## src/rtl/midi_pkg.sv

```systemverilog
// Shared MIDI definitions: baud rate, status-byte class boundaries and the transmit FSM states.
package midi_pkg;

  localparam int unsigned MIDI_BAUD = 31250;

  localparam logic [7:0] STATUS_CH_MIN = 8'h80;
  localparam logic [7:0] STATUS_CH_MAX = 8'hEF;
  localparam logic [7:0] SYSCOM_MIN    = 8'hF0;
  localparam logic [7:0] RT_MIN        = 8'hF8;

  typedef enum logic [1:0] {
    IDLE,
    START,
    DATA,
    STOP
  } tx_state_e;

endpackage

```

## src/rtl/midi_tx_fifo.sv

```systemverilog
// Synchronous show-ahead FIFO with occupancy count and async active-high reset.
module midi_tx_fifo #(
  parameter int unsigned Depth = 16,
  parameter int unsigned Width = 8,
  parameter int unsigned Aw    = $clog2(Depth)
) (
  input  logic             clk_i,
  input  logic             rst_i,
  input  logic             push_i,
  input  logic [Width-1:0] wdata_i,
  input  logic             pop_i,
  output logic [Width-1:0] rdata_o,
  output logic             full_o,
  output logic             empty_o,
  output logic [Aw:0]      level_o
);

  logic [Width-1:0] mem_q [Depth];
  logic [Aw-1:0]    wptr_q, rptr_q;
  logic [Aw:0]      level_q, level_d;
  logic             push_ok, pop_ok;

  assign full_o  = (level_q == (Aw + 1)'(Depth));
  assign empty_o = (level_q == '0);
  assign level_o = level_q;
  assign rdata_o = mem_q[rptr_q];

  assign push_ok = push_i & ~full_o;
  assign pop_ok  = pop_i & ~empty_o;

  always_comb begin
    level_d = level_q;
    case ({push_ok, pop_ok})
      2'b10:   level_d = level_q + (Aw + 1)'(1);
      2'b01:   level_d = level_q - (Aw + 1)'(1);
      default: level_d = level_q;
    endcase
  end

  always_ff @(posedge clk_i or posedge rst_i) begin
    if (rst_i) begin
      wptr_q  <= '0;
      rptr_q  <= '0;
      level_q <= '0;
    end else begin
      level_q <= level_d;
      if (push_ok) wptr_q <= wptr_q + Aw'(1);
      if (pop_ok)  rptr_q <= rptr_q + Aw'(1);
    end
  end

  // Storage needs no reset; the pointers define what is valid.
  always_ff @(posedge clk_i) begin
    if (push_ok) mem_q[wptr_q] <= wdata_i;
  end

endmodule

```

## src/rtl/midi_uart_tx.sv

```systemverilog
// MIDI out serializer: FIFO-buffered 8N1 transmitter, idle-high line.
// Optional running-status compression when MIDI_TX_RUNNING_STATUS_EN is defined.
module midi_uart_tx
  import midi_pkg::*;
#(
  parameter int unsigned CLK_HZ     = 50000000,
  parameter int unsigned BAUD       = MIDI_BAUD,
  parameter int unsigned FIFO_DEPTH = 16,
  parameter int unsigned AW         = $clog2(FIFO_DEPTH)
) (
  input  logic          reg_clk,
  input  logic          reset_reg,
  input  logic [7:0]    tx_data,
  input  logic          tx_valid,
  output logic          tx_ready,
  output logic          midi_txd,
  output logic          busy,
  output logic [AW:0]   fifo_level,
  output logic          overflow
);

  localparam int unsigned DIV = CLK_HZ / BAUD;
  localparam int unsigned CW  = $clog2(DIV);

  tx_state_e     state_q;
  logic [CW-1:0] cnt_q;
  logic [2:0]    bit_q;
  logic [7:0]    shift_q;
  logic          txd_q;

  logic [7:0]    fifo_rdata;
  logic          fifo_full, fifo_empty;
  logic          baud_end, pop, discard;

  midi_tx_fifo #(
    .Depth (FIFO_DEPTH),
    .Width (8),
    .Aw    (AW)
  ) u_fifo (
    .clk_i   (reg_clk),
    .rst_i   (reset_reg),
    .push_i  (tx_valid),
    .wdata_i (tx_data),
    .pop_i   (pop),
    .rdata_o (fifo_rdata),
    .full_o  (fifo_full),
    .empty_o (fifo_empty),
    .level_o (fifo_level)
  );

  assign tx_ready = ~fifo_full;
  assign overflow = tx_valid & fifo_full;
  assign busy     = (state_q != IDLE) | (fifo_level != '0);
  assign midi_txd = txd_q;

  assign baud_end = (cnt_q == CW'(DIV - 1));
  assign pop      = ~fifo_empty & ((state_q == IDLE) | ((state_q == STOP) & baud_end));

`ifdef MIDI_TX_RUNNING_STATUS_EN
  logic [7:0] last_status_q, last_status_d;

  always_comb begin
    discard       = 1'b0;
    last_status_d = last_status_q;
    if (pop) begin
      if ((fifo_rdata >= STATUS_CH_MIN) && (fifo_rdata <= STATUS_CH_MAX)) begin
        if (fifo_rdata == last_status_q) discard = 1'b1;
        else last_status_d = fifo_rdata;
      end else if ((fifo_rdata >= SYSCOM_MIN) && (fifo_rdata < RT_MIN)) begin
        last_status_d = 8'h00;
      end
    end
  end

  always_ff @(posedge reg_clk or posedge reset_reg) begin
    if (reset_reg) last_status_q <= 8'h00;
    else           last_status_q <= last_status_d;
  end
`else
  assign discard = 1'b0;
`endif

  always_ff @(posedge reg_clk or posedge reset_reg) begin
    if (reset_reg) begin
      state_q <= IDLE;
      cnt_q   <= '0;
      bit_q   <= '0;
      shift_q <= '0;
      txd_q   <= 1'b1;
    end else begin
      cnt_q <= cnt_q + CW'(1);
      unique case (state_q)
        IDLE: begin
          cnt_q <= '0;
          if (pop && !discard) begin
            state_q <= START;
            shift_q <= fifo_rdata;
            txd_q   <= 1'b0;
          end
        end
        START: begin
          if (baud_end) begin
            state_q <= DATA;
            cnt_q   <= '0;
            bit_q   <= '0;
            txd_q   <= shift_q[0];
          end
        end
        DATA: begin
          if (baud_end) begin
            cnt_q <= '0;
            if (bit_q == 3'd7) begin
              state_q <= STOP;
              txd_q   <= 1'b1;
            end else begin
              bit_q   <= bit_q + 3'd1;
              shift_q <= {1'b0, shift_q[7:1]};
              txd_q   <= shift_q[1];
            end
          end
        end
        STOP: begin
          if (baud_end) begin
            cnt_q <= '0;
            // Back-to-back frames: no idle gap when another byte is waiting.
            if (pop && !discard) begin
              state_q <= START;
              shift_q <= fifo_rdata;
              txd_q   <= 1'b0;
            end else begin
              state_q <= IDLE;
            end
          end
        end
        default: begin
          state_q <= IDLE;
          txd_q   <= 1'b1;
        end
      endcase
    end
  end

endmodule
```

## config.mk

```make
export PLATFORM = sky130hd
export DESIGN_NAME = midi_uart_tx
export DESIGN_NICKNAME = d
export VERILOG_FILES = /design/src/rtl/midi_pkg.sv /design/src/rtl/midi_tx_fifo.sv /design/src/rtl/midi_uart_tx.sv
export SDC_FILE = /design/constraint.sdc
export NUM_CORES = 1
export LEC_CHECK = 0
export ABC_AREA = 1
export BUFFER_PORTS_ARGS = -buffer_cell sky130_fd_sc_hd__buf_2
export CORE_MARGIN = 2
export CORE_UTILIZATION = 35
export CTS_CLUSTER_DIAMETER = 80
export DETAILED_ROUTE_END_ITERATION = 12
export PLACE_DENSITY = 0.58
export SLEW_MARGIN = 20
export SYNTH_ARGS = -nofsm -noshare
export SYNTH_HDL_FRONTEND = slang
export SYNTH_HIERARCHICAL = 1
export SYNTH_SLANG_ARGS = --single-unit
```

## constraint.sdc

```tcl
create_clock -name reg_clk -period 3.8 [get_ports reg_clk]
set_clock_uncertainty 0.15 [all_clocks]
set_input_delay 0 -clock reg_clk [delete_from_list [all_inputs] [get_ports reg_clk]]
set_output_delay 0 -clock reg_clk [all_outputs]
set_load 0.01 [all_outputs]
```

Word-level counts from Yosys, hierarchy flattened --
Memory sizes are Yosys's and may differ from the RTL's. Index checks and enable logic that the tools add are counted.
Operators by class: reduce and logical (&&, ||, !) cells 12, mux-type cells 27, $add $sub $neg 6, bitwise gates (word level) 9, equal/unequal tests 14
Operators by type and width (count):
- two-way mux 8 bit | 4
- one-hot mux 8 bit (3 select lines) | 1
- one-hot mux 11 bit (2 select lines) | 1
- adder 11 x 1 -> 11 bit (second input constant) | 1
- equality test 11 bit (second input constant) | 1
- two-way mux 11 bit | 1
- two-way mux 2 bit | 5
- != test 2 bit (second input constant) | 5
- one-hot mux 5 bit (2 select lines) | 1
- two-way mux 3 bit | 3
- adder 4 x 1 -> 4 bit (second input constant) | 2
- two-way mux 1 bit | 8
- one-hot mux 2 bit (4 select lines) | 1
- AND reduction 4 bit | 2
- equality test 2 bit (second input constant) | 3
- one-hot mux 3 bit (2 select lines) | 1
- nonzero test 2 bit | 3
- adder 5 x 1 -> 5 bit (second input constant) | 1
- AND 1 bit | 5
- equality test 5 bit (second input constant) | 1
- logical NOT 5 bit | 1
- AND reduction 5 bit | 1
- nonzero test 5 bit | 1
- subtractor 5 x 1 -> 5 bit (second input constant) | 1
- 11 further kinds | 14
Word-level totals: bits in registers 38, output and inout bits 9, memories kept 1, RAM bits 128
Memories:
- u_fifo.mem_q | depth 16, width 8, rd ports 1, clocked after Yosys merged registers in 0, write ports 1, line midi_tx_fifo.sv:18 | logic [Width-1:0] mem_q [Depth];

Longest topological paths before layout --
word-level depth 7, depth in mapped cells 18

Cells and area by module --
The synthesis kept the hierarchy.
By module, submodules not included:
- midi_tx_fifo | times used 1, cells an instance 621, area an instance 6227.2 um2, sequential area each 4169.0 um2
- midi_uart_tx | times used 1, cells an instance 175, area an instance 1421.4 um2, sequential area each 626.9 um2

Worst setup path after synthesis --
OpenSTA, ideal clock, no wires.
kind flip-flop to flip-flop, from reg cnt_q[0], to reg u_fifo.level_q[4], in the netlist u_fifo/level_o[4], clock period less this slack 2606 ps, cell stages (with the launch flop) 18, setup time 117 ps, setup slack 1194 ps, data arrival time 2339 ps, buffers on the path 0, required time 3533 ps, path through dfrtp_1 -> ha_1 -> nand3_4 -> nor2_8 -> nand2_4 -> nand2_4 -> nand2_2 -> inv_1 -> nand2_1 -> inv_1 -> ha_1 -> fa_1 -> nand2_1 -> nand3_1 -> nand3_1 -> nand2_1 -> nand2_1 -> nand2_1
On the way: longest elaborated chain between the ends 7, elaborated cells on any way between the ends 9, those cells by class 3 x eq/ne; 1 x mux; 4 x bitwise; 1 x reduce/logical
RTL lines:
- from (decl) | line midi_uart_tx.sv:26 | logic [CW-1:0] cnt_q;
- from (signal assigned) | line midi_uart_tx.sv:91 | cnt_q <= cnt_q + CW'(1);
- equality test 11 bit (*) | line midi_uart_tx.sv:56 | assign baud_end = (cnt_q == CW'(DIV - 1));
- AND 1 bit (*) | line midi_uart_tx.sv:57 | assign pop = ~fifo_empty & ((state_q == IDLE) | ((state_q == STOP) & baud_end));
- OR 1 bit (*) | line midi_uart_tx.sv:57
- AND 1 bit (*) | line midi_uart_tx.sv:57
- named net pop | line midi_uart_tx.sv:33 | logic baud_end, pop, discard;
- AND 1 bit (*) | line midi_tx_fifo.sv:29 | assign pop_ok = pop_i & ~empty_o;
- named net u_fifo.pop_ok | line midi_tx_fifo.sv:21 | logic push_ok, pop_ok;
- equality test 2 x 1 -> 1 bit or equality test 2 bit (tied branches) | line midi_tx_fifo.sv:33 | case ({push_ok, pop_ok})
- one-hot mux 5 bit (2 select lines) or nonzero test 2 bit (tied branches)
- to (signal assigned) | line midi_tx_fifo.sv:46 | level_q <= level_d;
- to (decl) | line midi_tx_fifo.sv:20 | logic [Aw:0] level_q, level_d;
The timed path passes the listed nets; every way through them passes the cells marked *. A chain may end at the register's enable or synchronous reset.

Worst setup path in the final report --
Ends and elaborated chain as after synthesis.

==> results.txt <==
----------------------------------------------------
[Logic synthesis]
  Netlist Area Pre-Place ... roughly 7600 um^2
  Post-Synthesis Mean Instance Area ... about 9.6 um^2
  Netlist cell types ... 34
  Sequential element share of the synthesized area ... between 60 and 70%
  Total number of yosys warnings ... 6
  Register bit count reported by yosys ... 166
  Number of instances in the synthesized netlist ... approximately 800
  Number of nets produced by synthesis ... between 800 and 900

[Finish]
  Fraction of final layout cells sized beyond drive strength 1 ... ~8.5%
  Most frequent cells in the layout ... sky130_fd_sc_hd__nand2_1, sky130_fd_sc_hd__edfxtp_1, sky130_fd_sc_hd__inv_1, sky130_fd_sc_hd__nor2_1, sky130_fd_sc_hd__nand3_1
  Final standard cell area without fillers ... about 8700 um^2
  Number of filler instances in the final layout ... between 2000 and 2500
  Most common cell after layout, fill and taps aside ... sky130_fd_sc_hd__nand2_1
  Synthesis-to-finish area growth ... 13.3%
  ANT cells ... 0
  Post-layout nets ... roughly 850
  Final standard cell utilization of the core ... 40.1%

[Power]
  VDD IR-drop max ... 0.000279 V
  Areal power density over the cells ... approximately 500 nW/um^2
  Relative contribution of the clock network to total power ... a little under two fifths
  PnR Total Power ... approximately 4.4 mW
  Leakage dissipation ... between 3 and 4 nW
  Sequential power share ... 51.0%
  Cell-internal power ... ~3.2 mW
  Switch Pwr ... 1.15 mW
  Switching Share ... 26.3%
  Share of power burned in combinational logic ... approximately 11%

[Routing]
  Vias per cell ... roughly 4.7
  Total length of routed met3 wires ... 494 um
  Total via count after detailed routing ... roughly 5200
  First-pass detailed-route iteration total ... 8
  Routed length per placed instance ... about 15 um
  Detailed route wirelength on metal2 ... roughly 8.0 mm
  Detailed-routing wirelength on met1 ... 7.74 mm
  Wire length after detailed routing ... between 15 and 20 mm
  Number of violations reported at the end of detailed-routing iteration 0 ... roughly 330
  Highest Signal Layer ... met4
  DRC errors left ... 0
  Number of antenna-violating nets in the routed design ... 0

[Clock tree]
  H-tree Lvls ... 4
  Worst-skew pair later-pin latency ... between 0.4 and 0.5 ns
  Clk pin slew, worst setup/hold paths ... around 0.070 ns
  Clock root buffer master ... sky130_fd_sc_hd__clkbuf_16
  Clock sink count ... about 170
  TritonCTS Buffers ... 17
  TritonCTS clock tree ... done
  CTS max path bufs ... 2
  Resize count post-CTS ... 0

[STA]
  Unrepaired setup endpoints after global routing ... no
  Accumulated negative setup slack ... 0 ns
  Final max-slew violation count ... 0
  Worst Setup Slack, final ... 0.951 ns
  Fmax achieved ... about 350 MHz
  Final setup fails ... 0
  Final hold violation count ... 0
  Transition time at the pin with the least slew margin ... between 0.9 and 1 ns
  Max-slew headroom at the worst pin ... a little over a third
  Final cycle utilization of the critical path ... between 70% and 80%
  Post-layout min period ... 2.85 ns

[Setup path]
  Category of the worst setup path capture point ... flip-flop
  Critical register-to-register path endpoint ... u_fifo/level_o[4]$_DFFE_PP0P_
  Startpoint type of the worst setup path ... flip-flop
  R2r setup slk ... ~0.95 ns
  Top fanout value on the critical path ... 7
  Endpoint required time on the critical path ... between 3 and 4 ns
  Startpoint of the most critical register-to-register path ... cnt_q[0]$_DFF_PP0_
  Critical path arrival ... a little over 3 ns
  Worst reg2reg path depth ... 17
  Worst Setup Path Type ... flip-flop to flip-flop

[GRT]
  Combined global-route utilization of all metal layers ... 14.7%
  Number of global-route vias before repair ... 5003
  Global-route wire length before repair ... 26.7 mm
  Total congestion overflow after global routing ... 0
  Initial antenna violation count ... 0
  Maximum number of pins on one net before global-route repair ... 82

[Die]
  Initial Util ... about 35%
  Die Span X ... ~150 um
  Die outline area ... roughly 23000 um^2
  Top-Level Pins ... 20
  Site row count ... between 50 and 60
  CORE AREA ... 21600 um^2
  Die height ... approximately 150 um

[Run]
  Maxcap violations ... 0

[Place]
  Total cell area at the placement stage ... approximately 8000 um^2
  Gp weighted congestion ... 0.811
  Post-Place Worst Slack ... 0.951 ns
  Number of port buffers ... 19
  HPWL reported at the end of detailed placement ... around 10 mm

[Min path]
  Type of the tightest min-delay check ... input pin to asynchronous set/reset pin

[Outcome]
  Status ... complete, no violations

----------------------------------------------------
[Yosys cell counts (all sizes together)]
cell    count  area share [%]
a21boi      1           0.098
a21oi       7            0.61
a31oi       1           0.082
buf        19             1.4
clkbuf      3            0.15
dfrtp      37              12
dfstp       1            0.34
edfxtp    128              50
fa          1            0.26
ha         16             2.6
inv        89             4.4
nand2     309              16
nand3      61             4.3
nand3b      1           0.098
nand4      13             1.1
nor2       81             4.4
nor3        4            0.26
nor4        1           0.082
nor4b       1            0.11
o21ai      12            0.79
xnor2       4            0.46
xor2        6            0.69
[stage by stage]
step	hold slack, ns	cells
after floorplan	-0.273	796
after global placement	-0.0741	1075
after detailed placement	-0.0676	1075
after CTS	0.0209	1117
after global routing	0.0508	1117
final	0.00844	1117
[registers in the layout (all words and copies together), names as in the netlist]
register and cells:
midi_txd 1, shift_q 8, u_fifo/rptr_q 4, cnt_q 11, u_fifo/wptr_q 4, state_q 2
u_fifo/mem_q 128, bit_q 3, u_fifo/level_o 5
[layer usage]
metal | track usage (%) | vias up
met1 | 19.5 | 2509
met5 | 0 | -
met2 | 24.3 | 86
met4 | 4.67 | 0
met3 | 2.80 | 19
li1 | - | 2621
[critical path, cell delays in order (launching register included)]
cell,delay (ns)
sky130_fd_sc_hd__dfrtp_1,0.41
sky130_fd_sc_hd__ha_1,0.26
sky130_fd_sc_hd__nand3_4,0.15
sky130_fd_sc_hd__nor2_8,0.05
sky130_fd_sc_hd__nand2_4,0.10
sky130_fd_sc_hd__nand2_4,0.09
sky130_fd_sc_hd__nand2_2,0.10
sky130_fd_sc_hd__inv_1,0.06
sky130_fd_sc_hd__nand2_1,0.17
sky130_fd_sc_hd__inv_1,0.10
sky130_fd_sc_hd__ha_1,0.27
sky130_fd_sc_hd__fa_1,0.41
sky130_fd_sc_hd__nand2_1,0.10
sky130_fd_sc_hd__nand3_1,0.09
sky130_fd_sc_hd__nand3_1,0.08
sky130_fd_sc_hd__nand2_1,0.05
sky130_fd_sc_hd__nand2_1,0.05
sky130_fd_sc_hd__nand2_1,0.04
[how the worst max path moves through the flow]
stage | slack, ns | depth (start not counted) | to | startpoint
2_1_floorplan | 1.19 | 17 | u_fifo/level_o[4]$_DFFE_PP0P_ | cnt_q[0]$_DFF_PP0_
3_3_place_gp | 1.04 | 17 | u_fifo/level_o[4]$_DFFE_PP0P_ | cnt_q[0]$_DFF_PP0_
3_5_place_dp | 0.95 | 17 | u_fifo/level_o[4]$_DFFE_PP0P_ | cnt_q[0]$_DFF_PP0_
4_1_cts | 0.94 | 17 | u_fifo/level_o[4]$_DFFE_PP0P_ | cnt_q[0]$_DFF_PP0_
5_1_grt | 0.66 | 17 | u_fifo/level_o[4]$_DFFE_PP0P_ | cnt_q[0]$_DFF_PP0_
6_report | 0.95 | 17 | u_fifo/level_o[4]$_DFFE_PP0P_ | cnt_q[0]$_DFF_PP0_
[area by class of cell]
class | count | area (um^2) | area share, %
Inverter | 89 | 334 | 3.86
Multi-Input combinational cell | 519 | 2400 | 27.7
Tap cell | 280 | 350 | 4.04
Sequential cell | 166 | 4800 | 55.4
Timing Repair Buffer | 31 | 210 | 2.43
Clock inverter | 11 | 85.1 | 0.982
Clock buffer | 21 | 483 | 5.58
[repair_timing]
action,in CTS,in global routing
endpoints found under the hold margin,169,0
setup buffers,0,0
hold buffers,10,0
[power by group through the flow]
stage / Clock [mW] / Combinational (mW) / Sequential, mW
2_1_floorplan: 0 / 0.310 / 2.25
3_3_place_gp: 0 / 0.485 / 2.26
3_5_place_dp: 0 / 0.492 / 2.26
4_1_cts: 1.68 / 0.501 / 2.22
5_1_grt: 1.76 / 0.569 / 2.24
6_report: 1.64 / 0.496 / 2.22
[kinds of logic after synthesis]
| group | Yosys count | synth area share, % |
|---|---|---|
| adders and majority gates | 17 | 2.88 |
| AOI/OAI and AO/OA | 21 | 1.57 |
| xor gates and xnor gates | 10 | 1.15 |
| DFF | 166 | 62.7 |
| buffers and inverters | 111 | 5.89 |
| and+or+nand+nor | 471 | 25.8 |
Power figures use the tool's default switching activity.
